**src/rtl/ov7670_capture.sv**
```systemverilog
// OV7670 RGB565 byte-stream capture into a 32-bit AXI-Stream pixel stream with a 4-entry output FIFO.
// Define OV7670_CAPTURE_PROC_EN to compile in the brightness/contrast stage; otherwise pixels pass through.
module ov7670_capture (
    input  logic        m_axis_aclk,
    input  logic        m_axis_aresetn,
    input  logic        vsync,
    input  logic        href,
    input  logic [7:0]  data,
    output logic        fsync,
    output logic        m_axis_tvalid,
    output logic [31:0] m_axis_tdata,
    output logic [3:0]  m_axis_tstrb,
    output logic        m_axis_tlast,
    input  logic        m_axis_tready,
    input  logic [31:0] register_control,
    input  logic [31:0] register_brightness,
    input  logic [31:0] register_contrast
);

    typedef enum logic {PH_FIRST, PH_SECOND} phase_e;

    localparam int DEPTH = 4;

    logic       vsync_q, href_q, vsync_prev_q, href_prev_q;
    logic [7:0] data_q;
    logic       fsync_q, cap_en_q;
    logic       vsync_rise, href_rise, href_fall;

    assign vsync_rise = vsync_q && !vsync_prev_q;
    assign href_rise  = href_q && !href_prev_q;
    assign href_fall  = href_prev_q && !href_q;

    // NOTE: sequential state uses <= so every register sees pre-edge values regardless of block order.
    always_ff @(posedge m_axis_aclk) begin
        if (!m_axis_aresetn) begin
            vsync_q      <= 1'b0;
            href_q       <= 1'b0;
            data_q       <= 8'h00;
            vsync_prev_q <= 1'b0;
            href_prev_q  <= 1'b0;
            fsync_q      <= 1'b0;
            cap_en_q     <= 1'b0;
        end else begin
            vsync_q      <= vsync;
            href_q       <= href;
            data_q       <= data;
            vsync_prev_q <= vsync_q;
            href_prev_q  <= href_q;
            fsync_q      <= vsync_rise;
            if (vsync_rise) begin
                cap_en_q <= register_control[0];
            end
        end
    end

    // Byte-phase FSM: which half of the RGB565 word the registered byte is.
    phase_e phase_q, phase_d;
    logic   take_hi, pix_done;

    always_ff @(posedge m_axis_aclk) begin
        if (!m_axis_aresetn) begin
            phase_q <= PH_FIRST;
        end else begin
            phase_q <= phase_d;
        end
    end

    // NOTE: every output of a combinational block gets a default first, so no path can infer a latch.
    always_comb begin
        phase_d = phase_q;
        if (take_hi) begin
            phase_d = PH_SECOND;
        end else if (pix_done || vsync_rise) begin
            phase_d = PH_FIRST;
        end
    end

    always_comb begin
        take_hi  = 1'b0;
        pix_done = 1'b0;
        if (href_q) begin
            if (href_rise || vsync_rise || phase_q == PH_FIRST) begin
                take_hi = 1'b1;
            end else begin
                pix_done = 1'b1;
            end
        end
    end

    function automatic logic [23:0] expand(input logic [15:0] p);
        return {p[15:11], p[15:13], p[10:5], p[10:9], p[4:0], p[4:2]};
    endfunction

    logic [7:0]  hi_q;
    logic        pix_valid_q;
    logic [23:0] pix_q;

    always_ff @(posedge m_axis_aclk) begin
        if (!m_axis_aresetn) begin
            hi_q        <= 8'h00;
            pix_valid_q <= 1'b0;
            pix_q       <= 24'h0;
        end else begin
            if (take_hi) begin
                hi_q <= data_q;
            end
            pix_valid_q <= pix_done && cap_en_q;
            if (pix_done) begin
                pix_q <= expand({hi_q, data_q});
            end
        end
    end

    logic [23:0] proc_d, proc_q;
    logic        proc_valid_q, proc_last_q;

`ifdef OV7670_CAPTURE_PROC_EN
    function automatic logic [7:0] adjust(input logic [7:0] c, input logic [7:0] gain,
                                          input logic signed [8:0] offs);
        logic [15:0]        prod;
        logic signed [17:0] sum;
        prod = 16'(c) * 16'(gain);
        sum  = $signed({6'd0, 12'(prod >> 4)}) + 18'(offs);
        if (sum < 18'sd0) begin
            return 8'h00;
        end
        if (sum > 18'sd255) begin
            return 8'hFF;
        end
        return sum[7:0];
    endfunction

    always_comb begin
        proc_d = pix_q;
        if (register_control[5]) begin
            proc_d = {adjust(pix_q[23:16], register_contrast[7:0], register_brightness[8:0]),
                      adjust(pix_q[15:8],  register_contrast[7:0], register_brightness[8:0]),
                      adjust(pix_q[7:0],   register_contrast[7:0], register_brightness[8:0])};
        end
    end

    logic unused_cfg;
    assign unused_cfg = ^{register_control[31:6], register_control[4:1],
                          register_brightness[31:9], register_contrast[31:8]};
`else
    assign proc_d = pix_q;

    logic unused_cfg;
    assign unused_cfg = ^{register_control[31:1], register_brightness, register_contrast};
`endif

    // The href-fall marker travels alongside the pixel so the release logic sees both together.
    always_ff @(posedge m_axis_aclk) begin
        if (!m_axis_aresetn) begin
            proc_valid_q <= 1'b0;
            proc_last_q  <= 1'b0;
            proc_q       <= 24'h0;
        end else begin
            proc_valid_q <= pix_valid_q;
            proc_last_q  <= href_fall;
            proc_q       <= proc_d;
        end
    end

    logic [23:0] hold_q, hold_d;
    logic        hold_valid_q, hold_valid_d, flush_q, flush_d;
    logic        push;
    logic [24:0] push_word;

    always_comb begin
        hold_d       = hold_q;
        hold_valid_d = hold_valid_q;
        flush_d      = 1'b0;
        push         = 1'b0;
        push_word    = {1'b0, hold_q};
        if (flush_q) begin
            push         = hold_valid_q;
            push_word    = {1'b1, hold_q};
            hold_valid_d = 1'b0;
        end else if (proc_valid_q) begin
            if (hold_valid_q) begin
                push         = 1'b1;
                hold_d       = proc_q;
                hold_valid_d = 1'b1;
                flush_d      = proc_last_q;
            end else if (proc_last_q) begin
                push      = 1'b1;
                push_word = {1'b1, proc_q};
            end else begin
                hold_d       = proc_q;
                hold_valid_d = 1'b1;
            end
        end else if (proc_last_q && hold_valid_q) begin
            push         = 1'b1;
            push_word    = {1'b1, hold_q};
            hold_valid_d = 1'b0;
        end
    end

    always_ff @(posedge m_axis_aclk) begin
        if (!m_axis_aresetn) begin
            hold_q       <= 24'h0;
            hold_valid_q <= 1'b0;
            flush_q      <= 1'b0;
        end else begin
            hold_q       <= hold_d;
            hold_valid_q <= hold_valid_d;
            flush_q      <= flush_d;
        end
    end

    logic [24:0] mem_q [DEPTH];
    logic [1:0]  wr_ptr_q, rd_ptr_q;
    logic [2:0]  count_q;
    logic        empty, full, pop, push_ok;

    assign empty   = (count_q == 3'd0);
    assign full    = (count_q == 3'd4);
    assign pop     = !empty && m_axis_tready;
    assign push_ok = push && (!full || pop);

    // NOTE: FIFO storage is not reset; the outputs are qualified by the empty flag instead.
    always_ff @(posedge m_axis_aclk) begin
        if (push_ok) begin
            mem_q[wr_ptr_q] <= push_word;
        end
    end

    always_ff @(posedge m_axis_aclk) begin
        if (!m_axis_aresetn) begin
            wr_ptr_q <= 2'd0;
            rd_ptr_q <= 2'd0;
            count_q  <= 3'd0;
        end else begin
            if (push_ok) begin
                wr_ptr_q <= wr_ptr_q + 2'd1;
            end
            if (pop) begin
                rd_ptr_q <= rd_ptr_q + 2'd1;
            end
            count_q <= count_q + {2'b00, push_ok} - {2'b00, pop};
        end
    end

    assign fsync         = fsync_q;
    assign m_axis_tvalid = !empty;
    assign m_axis_tdata  = empty ? 32'h0 : {8'h00, mem_q[rd_ptr_q][23:0]};
    assign m_axis_tlast  = !empty && mem_q[rd_ptr_q][24];
    assign m_axis_tstrb  = 4'hF;

endmodule

```
**config.mk**
```make
export PLATFORM = sky130hd
export DESIGN_NAME = ov7670_capture
export DESIGN_NICKNAME = d
export VERILOG_FILES = /design/src/rtl/ov7670_capture.sv
export SDC_FILE = /design/constraint.sdc
export NUM_CORES = 1
export LEC_CHECK = 0
export ABC_AREA = 1
export BUFFER_PORTS_ARGS = -buffer_cell sky130_fd_sc_hd__buf_2
export CORE_AREA = 2 2 115 117
export DETAILED_ROUTE_END_ITERATION = 16
export DIE_AREA = 0 0 117 119
export MAX_ROUTING_LAYER = met4
export PLACE_DENSITY = 0.81
export SKIP_LAST_GASP = 1
export SYNTH_ARGS = -nofsm -noshare
export SYNTH_HDL_FRONTEND = slang
export SYNTH_SLANG_ARGS = --single-unit
```
**constraint.sdc**
```tcl
create_clock -name m_axis_aclk -period 1.9 [get_ports m_axis_aclk]
set_input_delay 0.285 -clock m_axis_aclk [delete_from_list [all_inputs] [get_ports m_axis_aclk]]
set_output_delay 0.285 -clock m_axis_aclk [all_outputs]
set_load 0.05 [all_outputs]
```
; Word-level counts from Yosys, hierarchy flattened
; Memory sizes are Yosys's and may differ from the RTL's. A register that Yosys moved wholly into a read port is not among the register bits.
; Index checks and enable logic that the tools add are counted.
[word_totals]
ff_bits = 107
mem_bits_rw = 100
elab_cells = 82
n_memories = 1
[memory_table]
columns = memory, words, word_bits, read_ports, rd_clocked_by_memory_dff, wr, line
row1 = mem_q, 4, 25, 1, 1, 1, 212  ; logic [24:0] mem_q [DEPTH];
[classes]
n_addsub = 4
n_eq_ne = 2
muxes = 27
bitwise_logic = 5
n_reduce_logical = 23
[ops]
columns = operator, n
row1 = 25-bit 2-to-1 mux, 5
row2 = 24-bit 2-to-1 mux, 3
row3 = 1-bit 2-to-1 mux, 17
row4 = 1-bit logical AND, 8
row5 = 1-bit zero test, 5
row6 = 1-bit NOT, 5
row7 = "2-bit by 1-bit adder with 2-bit output, second input constant", 2
row8 = 1-bit logical OR, 4
row9 = 2-bit 2-to-1 mux, 2
row10 = 2-bit nonzero test, 2
row11 = 4-bit OR reduction, 1
row12 = 3-bit by 1-bit adder with 3-bit output, 1
row13 = "3-bit equality test, second input constant", 1
row14 = 3-bit zero test, 1
row15 = 3-bit AND reduction, 1
row16 = 3-bit by 1-bit subtractor with 3-bit output, 1
row17 = "2-bit by 1-bit != test with 1-bit output, second input constant", 1
row18 = 2-bit OR reduction, 1

; Longest topological paths before layout
; Gate-level depths: netlist of run 1.
[logic_depth]
depth_word = 9
mapped_depth = 11

; Least setup slack after synthesis of run 1
; OpenSTA, ideal clock, no wires.
[synth_timing]
path_kind = register -> output
from = register count_q[1]
to = output m_axis_tdata[14]
t_arrival_ns = 2.264
t_required_ns = 1.615
setup_slack_ns = -0.649
stages_incl_launch_ff = 7
path_cell_list = dfxtp_1 > nor2_1 > nand2_1 > inv_2 > buf_2 > a21oi_1 > buf_4
[synth_between]
elab_chain_cells = 2
[synth_lines]
columns = element, line
row1 = "start, declared", 214  ; logic [2:0] count_q;
row2 = "start signal, assigned", 241  ; count_q <= count_q + {2'b00, push_ok} - {2'b00, pop};
row3 = 3-bit zero test, 217  ; assign empty = (count_q == 3'd0);
row4 = 24-bit 2-to-1 mux, 247  ; assign m_axis_tdata = empty ? 32'h0 : {8'h00, mem_q[rd_ptr_q][23:0]};
row5 = "end, declared", 11  ; output logic [31:0] m_axis_tdata,
; No other way between the ends.

==> impl_metrics.yaml, run 1 <==
sta:
  max_slew_margin: 0.634
  finalSetupViolCount: 23
  worst_slack_ps: -82.6
  hold_viol: 0
  max_slew.worst_pin.slew_ps: 547
  report.final.slew_viol_count: 0
  finClkSkew_ps: 7.51
  hold_ws_ps: 50.0
  maxClockFrequency_mhz: 504
  min_period_over_period: 1.04
  rsz0062_at_grt: "yes"
  period_minus_slack_ps: 1980
place:
  placed_cells: 826
  io_buffers: 40
  post-place-ws_ps: 38.3
  gp_congestion: 0.765
  place_hpwl_mm: 6.04
  placed_cell_area_sq_um: 6400
min_path:
  hold_depth: 3
  hp-class: "input port to flip-flop"
  holdPathEnd: "data_q[6]"
  hold_start: "data[6]"
floorplan:
  io_pins: 148
  core_area_sq_um: 12900
  fp-row-count: 42
  dieWidth_microns: 117
  die_area_sq_um: 13900
  die_y_microns: 119
  start_util: 0.467
yosys:
  yosysUniqueCellTypes: 28
  synth-seq-cells: 153
  syn_area_sq_um: 6010
  synthCells: 635
  seq_area_frac_synth: 0.623
  synth_area_per_cell_sq_um: 9.46
  synth-warning-count: 0
cts:
  clock_tree.htree_level_count: 4
  numCtsBuffers: 17
  postCtsHoldBufs: 0
  clk_path_buf_depth: 2
  clk_pin_slew_worst_paths_ps: 60
  cts_tree: "done"
  clockRootBuffer: "clkbuf_16"
  insertion_delay_ps: 410
  cts.sinks: 153
setup_path:
  cp.required_ps: 1620
  rr_startpoint: "count_q[0]"
  critPathKind: "flip-flop to primary output"
  worstSetupEndpointType: "primary output"
  crit_fanout: 9
  cp-start-kind: "flip-flop"
  timing.rr.end: "count_q[2]"
  r2r_slack_ps: 40
  cp_data_arrival_time_ps: 1700
  reg2regPathDepth: 11
global_routing:
  track_usage: 0.179
  grt_pass1_wl_mm: 18.5
  overflow: 0
  grt_antenna_before_repair: 0
  grt_pass1_vias: 3956
  grt_max_degree: 39
pwr:
  powerDensity_nw_per_um2: 1380
  ir_worst_vdd_mv: 0.602
  seqPwrFrac: 0.337
  switchingPower_mw: 3.53
  sw_frac_of_total: 0.332
  power.clock.fraction: 0.334
  combPwrFrac: 0.328
  p_int_mw: 7.09
  p_leak_nw: 3.20
run_status:
  violations: "negative setup slack"
  status: "finished, violations left"
layout:
  final_cell_mix: "102 x nand2_1, 97 x nor2_1, 78 x dfxtp_1"
  nets: 796
  syn_to_final_growth_pct: 27.7
  instances_no_fill: 869
  fin_area_sq_um: 7670
  final_common_cell: "nand2_1"
  n_antenna_cell: 0
  drive_gt1_frac: 0.270
job:
  cap_violations: 0
routing:
  drc: 0
  vias_per_cell: 4.79
  drt_first_pass_iters: 7
  wl_mm: 12.0
  drt_iter0_markers: 291
  ant_nets: 0
  via_count: 4166
  wire_per_inst_microns: 13.8
==> power groups by stage <==
stage               sequential (mW)  clock [mW]  combinational (mW)
floorplan                      3.60           0                2.06
global placement               3.62           0                2.43
detailed placement             3.62           0                2.46
global route                   3.59        3.75                3.69
CTS                            3.58        3.61                3.17
finish                         3.58        3.55                3.49
==> per-layer routing <==
layer,track usage,vias to the layer above,part of all wire
met5,-,-,0
met4,0.0926,0,0.024
met3,0.0438,22,0.038
met2,0.293,112,0.53
met1,0.202,1936,0.41
li1,-,2096,-
==> timing repair <==
| item | CTS | global route |
|---|---|---|
| setup buffers | 3 | 4 |
| resized for setup | 96 | 65 |
| gates cloned | 5 | 0 |
| pin swaps | 9 | 21 |
| endpoints found under the setup margin | 26 | 27 |
==> state kept, by name (all words and copies together), names as in the netlist, named ones only <==
register and flops:
proc_valid_q 1, hi_q 8, proc_last_q 1, vsync_prev_q 1, mem_q 68, wr_ptr_q 2, hold_valid_q 1, pix_q 16
flush_q 1, pix_valid_q 1, fsync 1, href_prev_q 1, phase_q 1, data_q 8, rd_ptr_q 2, cap_en_q 1
hold_q 16, proc_q 16, href_q 1, count_q 3, vsync_q 1
==> worst max-delay path by stage <==
stage,endpoint,depth (start not counted),startpoint,slack [ps]
floorplan,count_q[2],11,count_q[0],4
global placement,count_q[2],11,count_q[1],40
detailed placement,count_q[1],10,count_q[1],40
CTS,m_axis_tdata[19],6,flip-flop,-70
global route,m_axis_tdata[4],5,flip-flop,-140
finish,m_axis_tdata[1],6,flip-flop,-80
==> metrics by stage <==
step | TNS [ps] | total power, mW | util
after floorplan | 0 | 5.67 | -
after global placement | 0 | 6.05 | 0.497
after detailed placement | 0 | 6.08 | 0.497
after CTS | -775 | 10.4 | 0.578
after global routing | -2680 | 11.0 | 0.596
final | -1350 | 10.6 | 0.596
==> logic make-up after synthesis <==
kind of cell / synth area share
flip-flops: 0.623
AO/OA/AOI/OAI: 0.0933
AND/OR/NAND/NOR: 0.164
adder cells (fa/ha/maj): 0.0158
buffers and inverters: 0.0994
other: 0.00125
XOR/XNOR: 0.00292
==> critical path, cell delays in order (launching register included) <==
cell and delay (ps):
dfxtp_4 410, buf_12 160, clkinv_16 90, buf_16 160
o21ai_2 210, a21oi_4 90, buf_6 160
==> cell type report <==
class | instances | area, sq um
Clock buffer | 18 | 429
Sequential cell | 153 | 3760
Timing Repair Buffer | 65 | 694
Multi-Input combinational cell | 372 | 2070
Fill cell | 1018 | 5200
Tap cell | 176 | 220
Inverter | 71 | 295
Clock inverter | 14 | 204
==> cells in the mapped netlist (all sizes together) <==
cell,instances,area share
ha,6,0.012
nor3b,1,0.0013
a21oi,61,0.051
edfxtp,68,0.34
nand4,1,0.0021
nand3,2,0.0033
o21ai,51,0.042
xor2,2,0.0029
nand2,110,0.071
and2,1,0.0010
nor2,113,0.073
conb,2,0.0013
fa,1,0.0033
nand3b,8,0.010
nor3,3,0.0025
dfxtp,85,0.28
inv,71,0.044
clkbuf,6,0.0046
buf,43,0.050
No activity file was read; power rests on OpenSTA's default activity.
==> run 2: changes to the inputs <==
--- a/config.mk
+++ b/config.mk
@@ -8,9 +8,10 @@
 export ABC_AREA = 1
 export BUFFER_PORTS_ARGS = -buffer_cell sky130_fd_sc_hd__buf_2
-export CORE_AREA = 2 2 115 117
+export CAP_MARGIN = 0
+export CORE_AREA = 2 2 106 108
 export DETAILED_ROUTE_END_ITERATION = 16
-export DIE_AREA = 0 0 117 119
+export DIE_AREA = 0 0 108 110
 export MAX_ROUTING_LAYER = met4
-export PLACE_DENSITY = 0.81
+export PLACE_DENSITY = 0.89
 export SKIP_LAST_GASP = 1
 export SYNTH_ARGS = -nofsm -noshare
==> constraint.sdc (replaced) <==
create_clock -name m_axis_aclk -period 2.4 [get_ports m_axis_aclk]
set_input_delay 0.36 -clock m_axis_aclk [delete_from_list [all_inputs] [get_ports m_axis_aclk]]
set_output_delay 0.36 -clock m_axis_aclk [all_outputs]
set_load 0.01 [all_outputs]
==> run 2 against run 1 <==
Compared with the run above: the flow now finishes without violations; total power shrank 40%; hold slack got worse by 31 ps; die area down 15%; first-iteration DRC count is 18% lower; global-route usage is 2.0 points higher; wire length decreased by 12%; critical path type unchanged; largest cell class unchanged; largest power group unchanged; highest routed layer unchanged.
==> impl_metrics.yaml, run 2 (same netlist as run 1, synthesis figures left out) <==
run_status:
  status: "finished clean"
global_routing:
  grt_pass1_vias: 3829
  track_usage: 0.199
  grt_max_degree: 35
  overflow: 0
  grt_pass1_wl_mm: 17.5
  grt_antenna_before_repair: 0
routing:
  via_count: 4063
  wl_mm: 10.6
  wire_per_inst_microns: 12.9
  drt_first_pass_iters: 5
  drt_iter0_markers: 240
  vias_per_cell: 4.97
  ant_nets: 0
  drc: 0
sta:
  max_slew_margin: 0.641
  maxClockFrequency_mhz: 444
  period_minus_slack_ps: 2250
  hold_viol: 0
  rsz0062_at_grt: "no"
  finalSetupViolCount: 0
  fin_tns_setup_ps: 0
  min_period_over_period: 0.939
  report.final.slew_viol_count: 0
  worst_slack_ps: 147
  max_slew.worst_pin.slew_ps: 537
  finClkSkew_ps: 9.68
layout:
  largest_reg_flops: 68
  final_common_cell: "nor2_1"
  n_antenna_cell: 0
  drive_gt1_frac: 0.143
  nets: 781
  syn_to_final_growth_pct: 12.3
  top_register: "mem_q"
  instances_no_fill: 818
  final_cell_mix: "111 x nor2_1, 107 x nand2_1, 85 x dfxtp_1"
setup_path:
  worstSetupEndpointType: "primary output"
  crit_family: "buffers and inverters"
  slowest_delay_ps: 400
  cp_data_arrival_time_ps: 1890
  crit_fanout: 19
  cp_slowest_cell: "dfxtp_1"
  r2r_slack_ps: 340
  rr_startpoint: "flush_q"
  path_common_cell: "nor2_1"
  critPathBufInv: 2
  cp-start-kind: "flip-flop"
  cp.required_ps: 2040
  critPathKind: "flip-flop to primary output"
  crit_chain: "buf_4 -> nor2_1 -> nor2_1 -> o21ai_0 -> a21oi_1 -> buf_2"
cts:
  cts.sinks: 153
  clockRootBuffer: "clkbuf_8"
  clk_pin_slew_worst_paths_ps: 70
  postCtsHoldBufs: 0
  clock_tree.htree_level_count: 4
  numCtsBuffers: 17
  insertion_delay_ps: 520
  cts_setup_buffers: 0
  cts_tree: "done"
  postCtsResizedCells: 0
  clk_path_buf_depth: 2
min_path:
  hold_start: "href"
  hp-class: "input port to flip-flop"
pwr:
  p_leak_nw: 2.99
  powerDensity_nw_per_um2: 951
  ir_worst_vdd_mv: 0.446
  totalPowerFinal_mw: 6.42
place:
  io_buffers: 40
  place_hpwl_mm: 6.55
  placed_cells: 786
  gp_congestion: 0.782
  post-place-ws_ps: 355
floorplan:
  fp-row-count: 38
  die_y_microns: 110
  die_area_sq_um: 11900
  core_area_sq_um: 10700
  start_util: 0.562
  io_pins: 148
  dieWidth_microns: 108
job:
  cap_violations: 0
[run 2: worst register-to-register path, cell delays in order (launching register included)]
cell and delay (ps):
dfxtp_1 340, inv_1 80, nand2_1 70, nand2_1 90, nand3_2 180, ha_1 330
inv_1 40, ha_1 180, fa_1 360, inv_1 80, nand2_1 50, nor3b_1 130
[run 2: stage by stage]
stage               hold slack [ps]  utilization  area (sq um)
finish                         19.4        0.630          6740
global route                   12.1        0.630          6740
CTS                            2.30        0.630          6740
detailed placement              399        0.576          6160
global placement                400        0.576          6160
floorplan                       390            -          6040
[run 2: layout make-up]
type | instances | area (sq um)
Fill cell | 805 | 3950
Sequential cell | 153 | 3740
Multi-Input combinational cell | 372 | 1700
Clock buffer | 17 | 414
Timing Repair Buffer | 50 | 275
Inverter | 71 | 267
Tap cell | 140 | 175
Clock inverter | 15 | 165
[run 2: worst paths after layout]
check                     to  depth (start not counted)
min reg2reg     proc_valid_q                          2
min                   href_q                          3
max          m_axis_tdata[4]                          6
max reg2reg       count_q[2]                         11
[run 2: where the power goes]
group / total [mW] / leakage (nW) / switching [mW] / internal [mW]
clock network: 2.58 / 0.278 / 1.07 / 1.50
logic: 1.03 / 1.46 / 0.680 / 0.353
registers: 2.81 / 1.24 / 0.0455 / 2.76
total: 6.42 / 2.99 / 1.80 / 4.62
[run 2: per-layer routing]
layer	global-route usage	vias up	part of all wire
met2	0.346	122	0.51
met5	-	-	0
li1	-	2059	-
met4	0.0916	0	0.021
met3	0.0470	20	0.054
met1	0.218	1862	0.42
